==> src/rtl/dmem_pkg.sv <==
`default_nettype none
// +----------------------------------------------------------------------+
// | dmem_pkg : shared types/constants for the 16-bit data memory path    |
// | Rev 1.0                                                              |
// +----------------------------------------------------------------------+
package dmem_pkg;

  localparam int c_BUS_WIDTH = 16;
  localparam int c_PORT_CPU  = 0;
  localparam int c_PORT_DMA  = 1;

  typedef struct packed {
    logic                   we;
    logic [c_BUS_WIDTH-1:0] addr;
    logic [c_BUS_WIDTH-1:0] wdata;
  } dmem_cmd_t;

endpackage
`default_nettype wire

==> src/rtl/dmem_arb_pick.sv <==
`default_nettype none
// +----------------------------------------------------------------------+
// | dmem_arb_pick : CPU-first winner select with DMA starvation override |
// | Rev 1.0                                                              |
// +----------------------------------------------------------------------+
module dmem_arb_pick
  import dmem_pkg::*;
(
  input  logic [1:0] i_req,
  input  logic       i_starve,
  output logic [1:0] o_gnt
);

  always_comb begin
    o_gnt = 2'b00;
    if (i_req[c_PORT_DMA] && (i_starve || !i_req[c_PORT_CPU])) begin
      o_gnt[c_PORT_DMA] = 1'b1;
    end else if (i_req[c_PORT_CPU]) begin
      o_gnt[c_PORT_CPU] = 1'b1;
    end
  end

endmodule
`default_nettype wire

==> src/rtl/dmem_arbiter.sv <==
`default_nettype none
// +----------------------------------------------------------------------+
// | dmem_arbiter : two-port arbiter/sequencer for the 16-bit data memory |
// | Optional alignment check: DMEM_ARB_ALIGN_CHK_EN        Rev 1.0       |
// +----------------------------------------------------------------------+
module dmem_arbiter
  import dmem_pkg::*;
#(
  parameter int BUS_WIDTH = c_BUS_WIDTH,
  parameter int MAX_WAIT  = 4
) (
  input  logic                 clk,
  input  logic                 rst,
  input  logic                 p0_req,
  input  logic                 p0_we,
  input  logic [BUS_WIDTH-1:0] p0_addr,
  input  logic [BUS_WIDTH-1:0] p0_wdata,
  output logic                 p0_gnt,
  output logic                 p0_rvalid,
  output logic [BUS_WIDTH-1:0] p0_rdata,
  output logic                 p0_err,
  input  logic                 p1_req,
  input  logic                 p1_we,
  input  logic [BUS_WIDTH-1:0] p1_addr,
  input  logic [BUS_WIDTH-1:0] p1_wdata,
  output logic                 p1_gnt,
  output logic                 p1_rvalid,
  output logic [BUS_WIDTH-1:0] p1_rdata,
  output logic                 p1_err,
  output logic                 mem_rd_en,
  output logic                 mem_wr_en,
  output logic [BUS_WIDTH-1:0] mem_addr,
  output logic [BUS_WIDTH-1:0] mem_wr_data,
  input  logic [BUS_WIDTH-1:0] mem_read_data
);

  localparam logic [3:0] c_MAX_WAIT = 4'(MAX_WAIT);

  logic [3:0]           r_wait_cnt;
  logic [1:0]           r_rd_pend;
  logic [1:0]           w_req;
  logic [1:0]           w_gnt;
  logic                 w_any;
  logic                 w_we;
  logic                 w_misal;
  logic                 w_zero_rdata;
  logic [BUS_WIDTH-1:0] w_addr;
  logic [BUS_WIDTH-1:0] w_wdata;

  // Requests are masked during reset so nothing reaches the memory.
  assign w_req = {p1_req, p0_req} & {2{~rst}};

  dmem_arb_pick u_pick (
    .i_req    (w_req),
    .i_starve (r_wait_cnt == c_MAX_WAIT),
    .o_gnt    (w_gnt)
  );

  assign w_any   = |w_gnt;
  assign w_we    = w_gnt[c_PORT_DMA] ? p1_we    : p0_we;
  assign w_addr  = w_gnt[c_PORT_DMA] ? p1_addr  : p0_addr;
  assign w_wdata = w_gnt[c_PORT_DMA] ? p1_wdata : p0_wdata;

`ifdef DMEM_ARB_ALIGN_CHK_EN
  logic [1:0] r_err;
  logic       r_zero_rdata;

  assign w_misal = w_any & w_addr[0];

  always_ff @(posedge clk) begin
    if (rst) begin
      r_err        <= 2'b00;
      r_zero_rdata <= 1'b0;
    end else begin
      r_err        <= w_gnt & {2{w_misal}};
      r_zero_rdata <= w_misal & ~w_we;
    end
  end

  assign p0_err       = r_err[c_PORT_CPU] & ~rst;
  assign p1_err       = r_err[c_PORT_DMA] & ~rst;
  assign w_zero_rdata = rst | r_zero_rdata;
`else
  assign w_misal      = 1'b0;
  assign p0_err       = 1'b0;
  assign p1_err       = 1'b0;
  assign w_zero_rdata = rst;
`endif

  assign p0_gnt      = w_gnt[c_PORT_CPU];
  assign p1_gnt      = w_gnt[c_PORT_DMA];
  assign mem_rd_en   = w_any & ~w_we & ~w_misal;
  assign mem_wr_en   = w_any &  w_we & ~w_misal;
  assign mem_addr    = w_any ? w_addr  : '0;
  assign mem_wr_data = w_any ? w_wdata : '0;

  always_ff @(posedge clk) begin
    if (rst) begin
      r_wait_cnt <= 4'd0;
      r_rd_pend  <= 2'b00;
    end else begin
      r_rd_pend <= w_gnt & {2{~w_we}};
      if (p1_req && !w_gnt[c_PORT_DMA]) begin
        if (r_wait_cnt != c_MAX_WAIT) r_wait_cnt <= r_wait_cnt + 4'd1;
      end else begin
        r_wait_cnt <= 4'd0;
      end
    end
  end

  // A read pending across a reset edge must never surface as rvalid.
  assign p0_rvalid = r_rd_pend[c_PORT_CPU] & ~rst;
  assign p1_rvalid = r_rd_pend[c_PORT_DMA] & ~rst;
  assign p0_rdata  = w_zero_rdata ? '0 : mem_read_data;
  assign p1_rdata  = w_zero_rdata ? '0 : mem_read_data;

endmodule
`default_nettype wire
==> config.mk <==
export PLATFORM = sky130hd
export DESIGN_NAME = dmem_arbiter
export DESIGN_NICKNAME = d
export VERILOG_FILES = /design/src/rtl/dmem_pkg.sv /design/src/rtl/dmem_arb_pick.sv /design/src/rtl/dmem_arbiter.sv
export SDC_FILE = /design/constraint.sdc
export NUM_CORES = 1
export LEC_CHECK = 0
export CORE_ASPECT_RATIO = 2
export CORE_MARGIN = 3
export CORE_UTILIZATION = 23
export DETAILED_ROUTE_END_ITERATION = 16
export GPL_TIMING_DRIVEN = 0
export PLACE_DENSITY = 0.88
export SLEW_MARGIN = 5
export SYNTH_ARGS = -nofsm -noshare
export SYNTH_HDL_FRONTEND = slang
export SYNTH_SLANG_ARGS = --single-unit
==> constraint.sdc <==
create_clock -name clk -period 2.5 [get_ports clk]
set_input_delay 0.25 -clock clk [delete_from_list [all_inputs] [get_ports clk]]
set_output_delay 0.25 -clock clk [all_outputs]
set_load 0.02 [all_outputs]
==> results.json, run 1 <==
{
  "grt_pass1_wl_mm": 6.534,
  "cpMaxStageDelayCell": "clkdlybuf4s50_1",
  "synth_top_family_by_area": "compound AO/OA/AOI/OAI gates",
  "fill_cells": 279,
  "cts_tree": "done",
  "die_area_mm2": 0.004719,
  "synth_fa_ha_area_frac": 0.02797,
  "synth-compound-area-share": 0.3622,
  "crit_required_ps": 2250,
  "startpoint": "r_wait_cnt[0]",
  "cpPeakStageDelay_ps": 560,
  "ys.warnings.count": 0,
  "synthCells": 109,
  "yosys-mux-area-fraction": 0,
  "finalNetCount": 360,
  "fp.dieW_um": 50.10,
  "ys_seq_area_frac": 0.1343,
  "drive_above_1_share": 0.1222,
  "numCtsBuffers": 3,
  "synth.distinct_cells": 21,
  "timing.rr.start": "r_wait_cnt[0]",
  "max-vdd-ir-drop_uv": 161.3,
  "crit_path_start_kind": "register",
  "cts-hold-fix-buffers": 0,
  "rows": 31,
  "first_iter_violations": 9,
  "worst_ep_arrival_time_ps": 2120,
  "via_per_inst": 4.492,
  "antenna_found_initial": 0,
  "clkSinkCount": 6,
  "ys_ff_latch": 6,
  "fin_tns_setup_ps": 0,
  "via_count": 1433,
  "rsz0062_at_grt": "false",
  "syn_to_final_growth_pct": 185.5,
  "synthXorXnorAreaFrac": 0.01958,
  "timing.clock.skew_ps": 0.4251,
  "final_area_mm2": 0.002554,
  "grt_max_degree": 11,
  "start_util": 0.2428,
  "hold_path.class": "reg -> reg",
  "seq_area_um2": 120.1,
  "root_buffer": "clkbuf_8",
  "hold_viol_final": 0,
  "hpwl_mm": 3.868,
  "synth_area_um2": 894.6,
  "ios": 158,
  "critPathBufInv": 3,
  "max_freq_mhz": 422.3,
  "placed_area_mm2": 0.002511,
  "crit_chain": "inv_1, ha_1, and3b_4, o211a_1, buf_6, a22o_1, clkdlybuf4s50_1",
  "hp-start": "r_wait_cnt[0]",
  "wl_mm": 4.231,
  "end_kind": "output pin",
  "grt_overflow_total": 0,
  "finalCriticalPeriod_ps": 2368,
  "p_leak_uw": 0.001212,
  "critPathTopFamily": "buffers and inverters",
  "status": "finished, final reports clean",
  "avgSynthCellArea_um2": 8.207,
  "path_clk_slew_ps": 40,
  "synth-simple-area-share": 0.1958,
  "core_mm2": 0.003685,
  "grt_pass1_vias": 1456,
  "crit_type": "reg -> out",
  "drc": 0,
  "cts_buffer_depth": 2,
  "die_y_um": 94.20,
  "setup_viol": 0,
  "place_congestion": 0.7012,
  "final_max_slew_viol_count": 0,
  "htreeDepth": 1,
  "routedWlPerCell_um": 13.26,
  "crit_fanout": 9,
  "first_pass_iters": 4,
  "multiInputGateArea_um2": 549.3,
  "cap_violations": 0,
  "num_antenna_cells": 0,
  "ant_nets": 0,
  "grt_use_total": 0.1772,
  "post-route-period-util": 0.9473,
  "clk_latency_ps": 220,
  "port-buffer-count": 155,
  "powerDensity_mw_per_mm2": 262.9
}
[state kept, by name, summed over array words and instances, names as in the netlist]
name / cells
r_wait_cnt: 4
r_rd_pend: 2
[final cells by class]
type | instances | area share
Clock buffer | 3 | 0.01617
Multi-Input combinational cell | 70 | 0.2151
Inverter | 7 | 0.01029
Buffer | 27 | 0.08280
Tap cell | 49 | 0.02401
Timing Repair Buffer | 157 | 0.6046
Sequential cell | 6 | 0.04704
[where the power goes]
| part | switching (uW) | internal [uW] | leakage (uW) |
|---|---|---|---|
| Clock | 40.0 | 103 | 0.0000216 |
| Sequential | 0.943 | 98.3 | 0.0000487 |
| Combinational | 169 | 260 | 0.00114 |
| Total | 210 | 461 | 0.00121 |
[per-layer routing]
layer  GRT usage  vias up  routed length [um]
met1      0.1631      600                1311
li1            -      693                   -
met4     0.05543        0                  44
met2      0.3406      136                2187
met5           0        -                   0
met3     0.06836        4                 688
[cells by family after synthesis]
logic type	after synthesis
adder cells (fa/ha/maj)	2
buffers and inverters	34
XOR/XNOR	2
flip-flops	6
AND/OR/NAND/NOR	28
other	1
AO/OA/AOI/OAI	36
[what timing repair did]
action / 4_1_cts / 5_1_grt
setup endpoints to repair: 38 / 2
gates resized for setup: 30 / 4
pin swaps: 1 / 1
setup buffers: 0 / 2
[cell usage after synthesis]
cell,instances,area (um2)
a22o_1,34,297.8
a21oi_4,1,16.27
buf_4,18,135.1
and2b_1,2,15.01
ha_1,2,25.02
buf_2,3,15.01
o211a_1,1,10.01
nand2b_1,1,6.260
xnor2_1,1,8.760
nor2_1,4,15.01
and3b_4,1,12.51
and2_1,2,12.51
nor2b_1,16,100.1
or3b_1,1,8.760
inv_1,7,26.28
xor2_1,1,8.760
buf_6,4,45.04
dfxtp_1,6,120.1
nand3_1,1,5.000
clkbuf_1,2,7.510
conb_1,1,3.750
[worst register-to-register path: cells and delay by family (launching register included)]
| family | cells | cell delay (ps) |
|---|---|---|
| AO/OA/AOI/OAI | 1 | 220 |
| adder cells (fa/ha/maj) | 1 | 190 |
| buffers and inverters | 3 | 340 |
| flip-flops | 1 | 360 |
| AND/OR/NAND/NOR | 2 | 340 |
[final timing paths]
path | to | slack [ps] | depth (start not counted)
max | mem_rd_en | 130 | 7
min | r_wait_cnt[0] | 450 | 1
max reg2reg | r_rd_pend[1] | 950 | 7
min reg2reg | r_wait_cnt[0] | 450 | 1
[per-stage QoR]
step                      setup slack [ps]  instances  hold WS [ps]  power [uW]  utilization
final                                131.9        319         453.5       671.4       0.6930
after CTS                           0.8962        317         457.2       680.1       0.6862
after detailed placement            -45.83        314         450.3       549.1       0.6815
after global routing                 14.40        319         481.2       704.9       0.6930
after floorplan                      734.5        110         423.1       281.0            -
after global placement              -33.82        314         446.5       542.4       0.6815
[cells in the final DEF, fill, tap and decap left out]
cell type / netlist / final
clkdlybuf4s50_1: 0 / 125
a22o_1: 34 / 34
dlygate4sd2_1: 0 / 26
buf_4: 18 / 23
nor2b_1: 16 / 16
inv_1: 7 / 7
dfxtp_1: 6 / 6
buf_6: 4 / 4
nor2_1: 4 / 4
dlymetal6s2s_1: 0 / 4
clkbuf_8: 0 / 3
and2b_1: 2 / 2
and2_1: 2 / 2
ha_1: 2 / 2
conb_1: 1 / 2
clkbuf_2: 0 / 1
clkbuf_1: 2 / 1
and3b_4: 1 / 1
nand2b_1: 1 / 1
a21oi_4: 1 / 1
o211a_1: 1 / 1
or3b_1: 1 / 1
nand3_1: 1 / 1
xor2_1: 1 / 1
xnor2_1: 1 / 1
No activity file was read; power rests on OpenSTA's default activity.
==> run 2, diff against run 1 <==
Settings changed: CAP_MARGIN from default to 20.
==> results of run 2 <==
Final layout, timing and power as in run 1 (identical DEF).
